[src/rtl/sipo_frame_ctrl.sv]
// Framed serial receiver: start(0), WIDTH data bits LSB-first, stop(1), sampled on bit_en.
// Completed words are parked in a holding register offered downstream via data_valid/data_ready.
module sipo_frame_ctrl #(
  parameter int WIDTH = 8,
  parameter int CW    = $clog2(WIDTH + 1)
) (
  input  logic             clk,
  input  logic             rst,
  input  logic             bit_en,
  input  logic             serial_in,
  output logic [WIDTH-1:0] data_out,
  output logic             data_valid,
  input  logic             data_ready,
  output logic             busy,
  output logic             frame_err,
  output logic             overrun
);

  typedef enum logic [1:0] {IDLE, DATA, STOP} state_t;

  state_t           state_q, state_d;
  logic [CW-1:0]    cnt_q, cnt_d;
  logic [WIDTH-1:0] shreg_q, shreg_d;
  logic [WIDTH-1:0] data_q, data_d;
  logic             vld_q, vld_d;
  logic             ferr_q, ferr_d;
  logic             ovr_q, ovr_d;

  always_comb begin
    state_d = state_q;
    cnt_d   = cnt_q;
    shreg_d = shreg_q;
    data_d  = data_q;
    vld_d   = vld_q & ~data_ready;
    ferr_d  = 1'b0;
    ovr_d   = 1'b0;
    if (bit_en) begin
      unique case (state_q)
        IDLE: begin
          if (!serial_in) begin
            state_d = DATA;
            cnt_d   = '0;
          end
        end
        DATA: begin
          shreg_d = {serial_in, shreg_q[WIDTH-1:1]};
          cnt_d   = cnt_q + CW'(1);
          if (cnt_q == CW'(WIDTH - 1)) state_d = STOP;
        end
        STOP: begin
          state_d = IDLE;
          if (serial_in) begin
            // A same-cycle accept frees the holding register for the new word.
            if (!vld_q || data_ready) begin
              data_d = shreg_q;
              vld_d  = 1'b1;
            end else begin
              ovr_d = 1'b1;
            end
          end else begin
            ferr_d = 1'b1;
          end
        end
        default: state_d = IDLE;
      endcase
    end
  end

  always_ff @(posedge clk) begin
    if (rst) begin
      state_q <= IDLE;
      cnt_q   <= '0;
      shreg_q <= '0;
      data_q  <= '0;
      vld_q   <= 1'b0;
      ferr_q  <= 1'b0;
      ovr_q   <= 1'b0;
    end else begin
      state_q <= state_d;
      cnt_q   <= cnt_d;
      shreg_q <= shreg_d;
      data_q  <= data_d;
      vld_q   <= vld_d;
      ferr_q  <= ferr_d;
      ovr_q   <= ovr_d;
    end
  end

  assign data_out   = data_q;
  assign data_valid = vld_q;
  assign busy       = (state_q != IDLE);
  assign frame_err  = ferr_q;
  assign overrun    = ovr_q;

endmodule
[config.mk]
export PLATFORM = sky130hd
export DESIGN_NAME = sipo_frame_ctrl
export DESIGN_NICKNAME = d
export VERILOG_FILES = /design/src/rtl/sipo_frame_ctrl.sv
export SDC_FILE = /design/constraint.sdc
export NUM_CORES = 1
export LEC_CHECK = 0
export ABC_CLOCK_PERIOD_IN_PS = 1590
export CAP_MARGIN = 25
export CORE_AREA = 5 5 58 60
export DETAILED_ROUTE_END_ITERATION = 10
export DIE_AREA = 0 0 63 65
export PLACE_DENSITY_LB_ADDON = 0.05
export RECOVER_POWER = 25
export SKIP_CTS_REPAIR_TIMING = 1
export SYNTH_ARGS = -nofsm -noshare
export SYNTH_HDL_FRONTEND = slang
export SYNTH_SLANG_ARGS = --single-unit
[constraint.sdc]
create_clock -name clk -period 1.59 [get_ports clk]
set_input_delay 0.318 -clock clk [delete_from_list [all_inputs] [get_ports clk]]
set_output_delay 0.318 -clock clk [all_outputs]
set_load 0.01 [all_outputs]
Yosys cells after proc, flatten, opt, wreduce, memory -nomap -nowiden:

Index checks and enable logic that the tools add are counted.

* add/sub/neg operators: 1
* $mul: 0
* div/mod/pow operators: 0
* magnitude comparators: 0
* equal/unequal tests: 5
* shifts and indexed selects: 0
* multiplexer cells: 11
* bitwise operators: 5
* reductions and logical operators: 11

Operators with widths (count)
* case mux 4 bit (2 select lines): 1
* 2-to-1 mux 1 bit: 6
* AND reduction 3 bit: 2
* adder 4 x 1 -> 4 bit (second input constant): 1
* == test 4 x 3 -> 1 bit (second input constant): 1
* 2-to-1 mux 2 bit: 2
* 2-to-1 mux 4 bit: 1
* != test 2 bit (second input constant): 2
* NOT 1 bit: 4
* case mux 2 bit (2 select lines): 1
* AND reduction 4 bit: 1
* nonzero test 2 bit: 2
* OR reduction 4 bit: 1
* OR reduction 3 bit: 1
* == test 2 x 1 -> 1 bit (second input constant): 1
* == test 2 bit (second input constant): 1
* logical NOT 2 bit: 1
* AND reduction 2 bit: 1
* bitwise AND 1 bit: 1
* logical NOT 1 bit: 1
* logical OR 1 bit: 1

* register bits after elaboration: 25
* latch bits: 0
* memory bits (writable): 0
* memory bits (read-only): 0
* input bits: 5
* output and inout port bits: 12
* logic and storage cells: 40
* memories: 0

Longest topological paths before layout:

* depth after elaboration: 6
* gate-level depth with buffers: 5
* mapped depth without buffers: 4

Worst setup path after synthesis:

Ideal clock, no wire load.

* kind: flip-flop to flip-flop
* start: register state_q[1]
* end: register cnt_q[3]
* setup time: 0.074 ns
* data arrival time: 1.136 ns
* required time: 1.516 ns
* setup slack: 0.380 ns
* stages on the path, launching flop included: 4
* buffers on the path: 0
* period minus slack after synthesis: 1.210 ns
* path through: dfxtp_1 nand2b_2 or4_1 a31oi_1

* longest elaborated chain between the ends: 3
* elaborated cells on any way between the ends: 6
* those cells by class: 2 x eq/ne; 1 x mux; 3 x reduce/logical

Ends and longest elaborated chain
* from (decl): line 21 `state_t state_q, state_d;`
* from (signal assigned): line 79 `state_q <= state_d;`
* == test 2 x 1 -> 1 bit or logical NOT 2 bit (tied branches): line 38 `unique case (state_q)`
* nonzero test 2 bit (no line) or != test 2 bit (tied branches)
* AND reduction 3 bit (no line)
* to (signal assigned): line 80 `cnt_q <= cnt_d;`
* to (decl): line 22 `logic [CW-1:0] cnt_q, cnt_d;`

Parallel ways exist; a longest one is shown, timed or not.
A chain may end at the register's enable or synchronous reset.

Worst setup path in the final report:

* start: register data_q[6] (netlist: data_out[6])
* end: output port data_out[6]

RTL lines
* from (decl): line 24 `logic [WIDTH-1:0] data_q, data_d;`
* from (signal assigned): line 82 `data_q <= data_d;`
* to (decl): line 11 `output logic [WIDTH-1:0] data_out,`

No word-level cell between the ends.

==> metrics.md <==
| Metric | Value |
|---|---|
| Outcome | `complete, no violations` |
| RePlAce Congestion | `0.834` |
| Seq/Total Area, Yosys | `0.473` |
| Worst-Skew Late Latency | `around 0.31 ns` |
| CTS Root Buffer Type | `clkbuf_4` |
| Post-synth ARST share | `0` |
| Mapped cell area | `1060 um^2` |
| Drt first pass iters | `5` |
| Avg Cell Area, Syn | `9.89 um^2` |
| Antenna diodes | `0` |
| DIE WIDTH | `approximately 63 um` |
| Vias in the first global route | `785` |
| Gr usage total | `0.0992` |
| Net count, final | `138` |
| Type of origin of the critical path | `flip-flop` |
| Initial DRC Count | `21` |
| Worst-path clk slew | `approximately 0.14 ns` |
| Vias | `776` |
| Number of synthesized flops with an enable pin | `0` |
| Core Area | `2880 um^2` |
| Most area-consuming cells after synthesis | `dfxtp_1 (47%), mux2i_1 (15%), nand2b_1 (10%)` |
| P_leak | `0.000538 uW` |
| Syn Inst Count | `107` |
| Final setup fails | `0` |
| Max incr delay on CP | `0.53 ns` |
| Die Ht | `65 um` |
| Crit share post-route | `0.948` |
| Proportion of layout cells with a drive suffix above 1 | `0.122` |
| Achievable clock frequency | `around 0.66 GHz` |
| Min Hold Slack | `0.481 ns` |
| Worst path cell trace | `clkdlybuf4s50_1` |
| Final total power | `986 uW` |
| Placed Cells | `160` |
| CTS H-tree lvls | `1` |
| Worst R2R Path Depth | `5` |
| WP depth | `1` |
| CTS Buffer Depth | `2` |
| Hold Crit Class | `reg -> reg` |
| Most used DFF post-synth | `dfxtp_1` |
| CTS tree | `done` |
| Crit path max-delay family | `buffers and inverters` |
| Maximum vdd drop | `just under 0.0004 V` |
| Final hold vios | `0` |
| Actual slew at the worst max-slew pin | `between 0.3 and 0.4 ns` |
| Critical Path Fanout Max | `2` |
| Starting Density | `0.368` |
| Post-synth cell types | `26` |
| First-pass GRT wire length | `3.28 mm` |
| Critical path arrival | `1.19 ns` |
| Non-Filler Instances | `164` |
| Skew final | `0.0139 ns` |
| Slew headroom | `0.780` |
| DR DRC count | `0` |
| Tmin final | `1.51 ns` |
| Largest net degree at the start of global routing | `34` |
| Post-DP HPWL | `1.33 mm` |
| Pwr dens | `734 nW/um^2` |
| Drt wl/cell | `11.4 um` |
| Via density | `approximately 4.7` |
| Initial antenna violation count | `0` |
| Most frequent cell after synthesis | `dfxtp_1` |
| WP data required | `1.27 ns` |
| Top cell type by total area after synthesis | `dfxtp_1` |
| Input/output buffers | `16` |
| Worst path slowest cell | `clkdlybuf4s50_1` |
| RSZ-0062 raised after global routing | `false` |
| Syn_nets | `~110` |
| Synth warn | `0` |
| Cts bufs inserted | `3` |
| Max-slew violations | `0` |
| Post-Route WL | `approximately 1.9 mm` |
| Site row count | `20` |
| Grt ovf | `0` |
| Seq cells post-synth | `25` |
| Detail Route Antenna Nets | `0` |
| Post-synth top cells | `dfxtp_1 (25), nand2b_1 (17), mux2i_1 (16), nor2_1 (8), o21ai_0 (6)` |
| Hold path cells | `2` |
| Maxcap violations | `0` |
| # IOs | `17` |
| Layout area overhead | `27.0%` |
| Critical path class | `reg -> out` |
| Sink Count | `25` |
| Top-area cell type share of the netlist area | `0.473` |
| CP Buf/Inv Count | `1` |
| Die area | `around 4100 um^2` |
| Worst setup EP type | `primary output` |
sequential cells by signal, summed over array words and instances, names as in the netlist:
| register | cells |
|---|---|
| state_q | 2 |
| overrun | 1 |
| data_valid | 1 |
| frame_err | 1 |
| cnt_q | 4 |
| data_out | 8 |
| shreg_q | 8 |
per-stage QoR:
step                      area [um^2]  TNS, ns  utilization  worst slack [ns]
after floorplan                  1060        0            -             0.380
after global placement           1320   -0.289        0.458           -0.0455
after detailed placement         1320   -0.592        0.458           -0.0839
after CTS                        1350   -0.148        0.467            -0.148
after global routing             1340        0        0.467           0.00186
final                            1340        0        0.467            0.0823
final timing paths:
kind | from | to | slack (ns)
max | data_out[6]$_SDFFE_PP0P_ | data_out[6] | 0.08
min | data_out[0]$_SDFFE_PP0P_ | data_out[0]$_SDFFE_PP0P_ | 0.48
max reg2reg | state_q[0]$_SDFFE_PP0P_ | shreg_q[1]$_SDFFE_PP0P_ | 0.18
min reg2reg | data_out[0]$_SDFFE_PP0P_ | data_out[0]$_SDFFE_PP0P_ | 0.48
placed cells by master, fill, tap and decap left out:
| master | count |
|---|---|
| dfxtp_1 | 25 |
| nand2b_1 | 17 |
| mux2i_1 | 16 |
| clkdlybuf4s50_1 | 11 |
| nor2_1 | 8 |
| o21ai_0 | 6 |
| buf_4 | 6 |
| a21oi_1 | 5 |
| nor2b_1 | 4 |
| clkbuf_4 | 4 |
| nand4b_1 | 3 |
| clkdlybuf4s25_1 | 3 |
| nor3b_1 | 2 |
| nand3_1 | 2 |
| clkbuf_1 | 2 |
| dlymetal6s2s_1 | 2 |
| or2_2 | 1 |
| and4bb_2 | 1 |
| nand2b_2 | 1 |
| nand3b_1 | 1 |
| or2_0 | 1 |
| clkinv_1 | 1 |
| or2b_1 | 1 |
| o31ai_1 | 1 |
| or4_1 | 1 |
| a31oi_1 | 1 |
| and3b_2 | 1 |
| nor3_1 | 1 |
| ha_1 | 1 |
| clkbuf_2 | 1 |
| buf_12 | 1 |
power by group:
group | switching [uW] | internal (uW) | leakage (uW)
logic | 35.8 | 41.0 | 0.000322
clock network | 178 | 97.9 | 0.0000150
registers | 3.13 | 630 | 0.000202
worst reg2reg max path, stage by stage (launching register included):
cell      delay (ns)
dfxtp_1         0.37
clkbuf_1        0.29
nand3b_1        0.17
clkbuf_2        0.25
mux2i_1         0.19
nor2_1          0.05
kinds of logic after synthesis:
kind of cell    after synthesis  share of synthesized area
buf+inv                       7                     0.0307
fa+ha+maj                     1                     0.0118
compound gates               13                     0.0650
mux                          16                      0.151
simple gates                 45                      0.268
flops                        25                      0.473
routing by layer:
layer	wire length [um]	share of wire	track usage
met1	938	0.50	0.120
met2	845	0.45	0.156
met3	70	0.037	0.0277
met4	19	0.010	0.0584
met5	0	0	0
area by class of cell:
| class | count | area, um^2 |
|---|---|---|
| well taps | 33 | 41.3 |
| flip-flops and latches | 25 | 500 |
| fillers | 292 | 1530 |
| clock buffers | 4 | 26.3 |
| inverters | 1 | 3.75 |
| repair buffers | 26 | 246 |
| multi-input cells | 75 | 526 |
No activity file was read; power rests on OpenSTA's default activity.
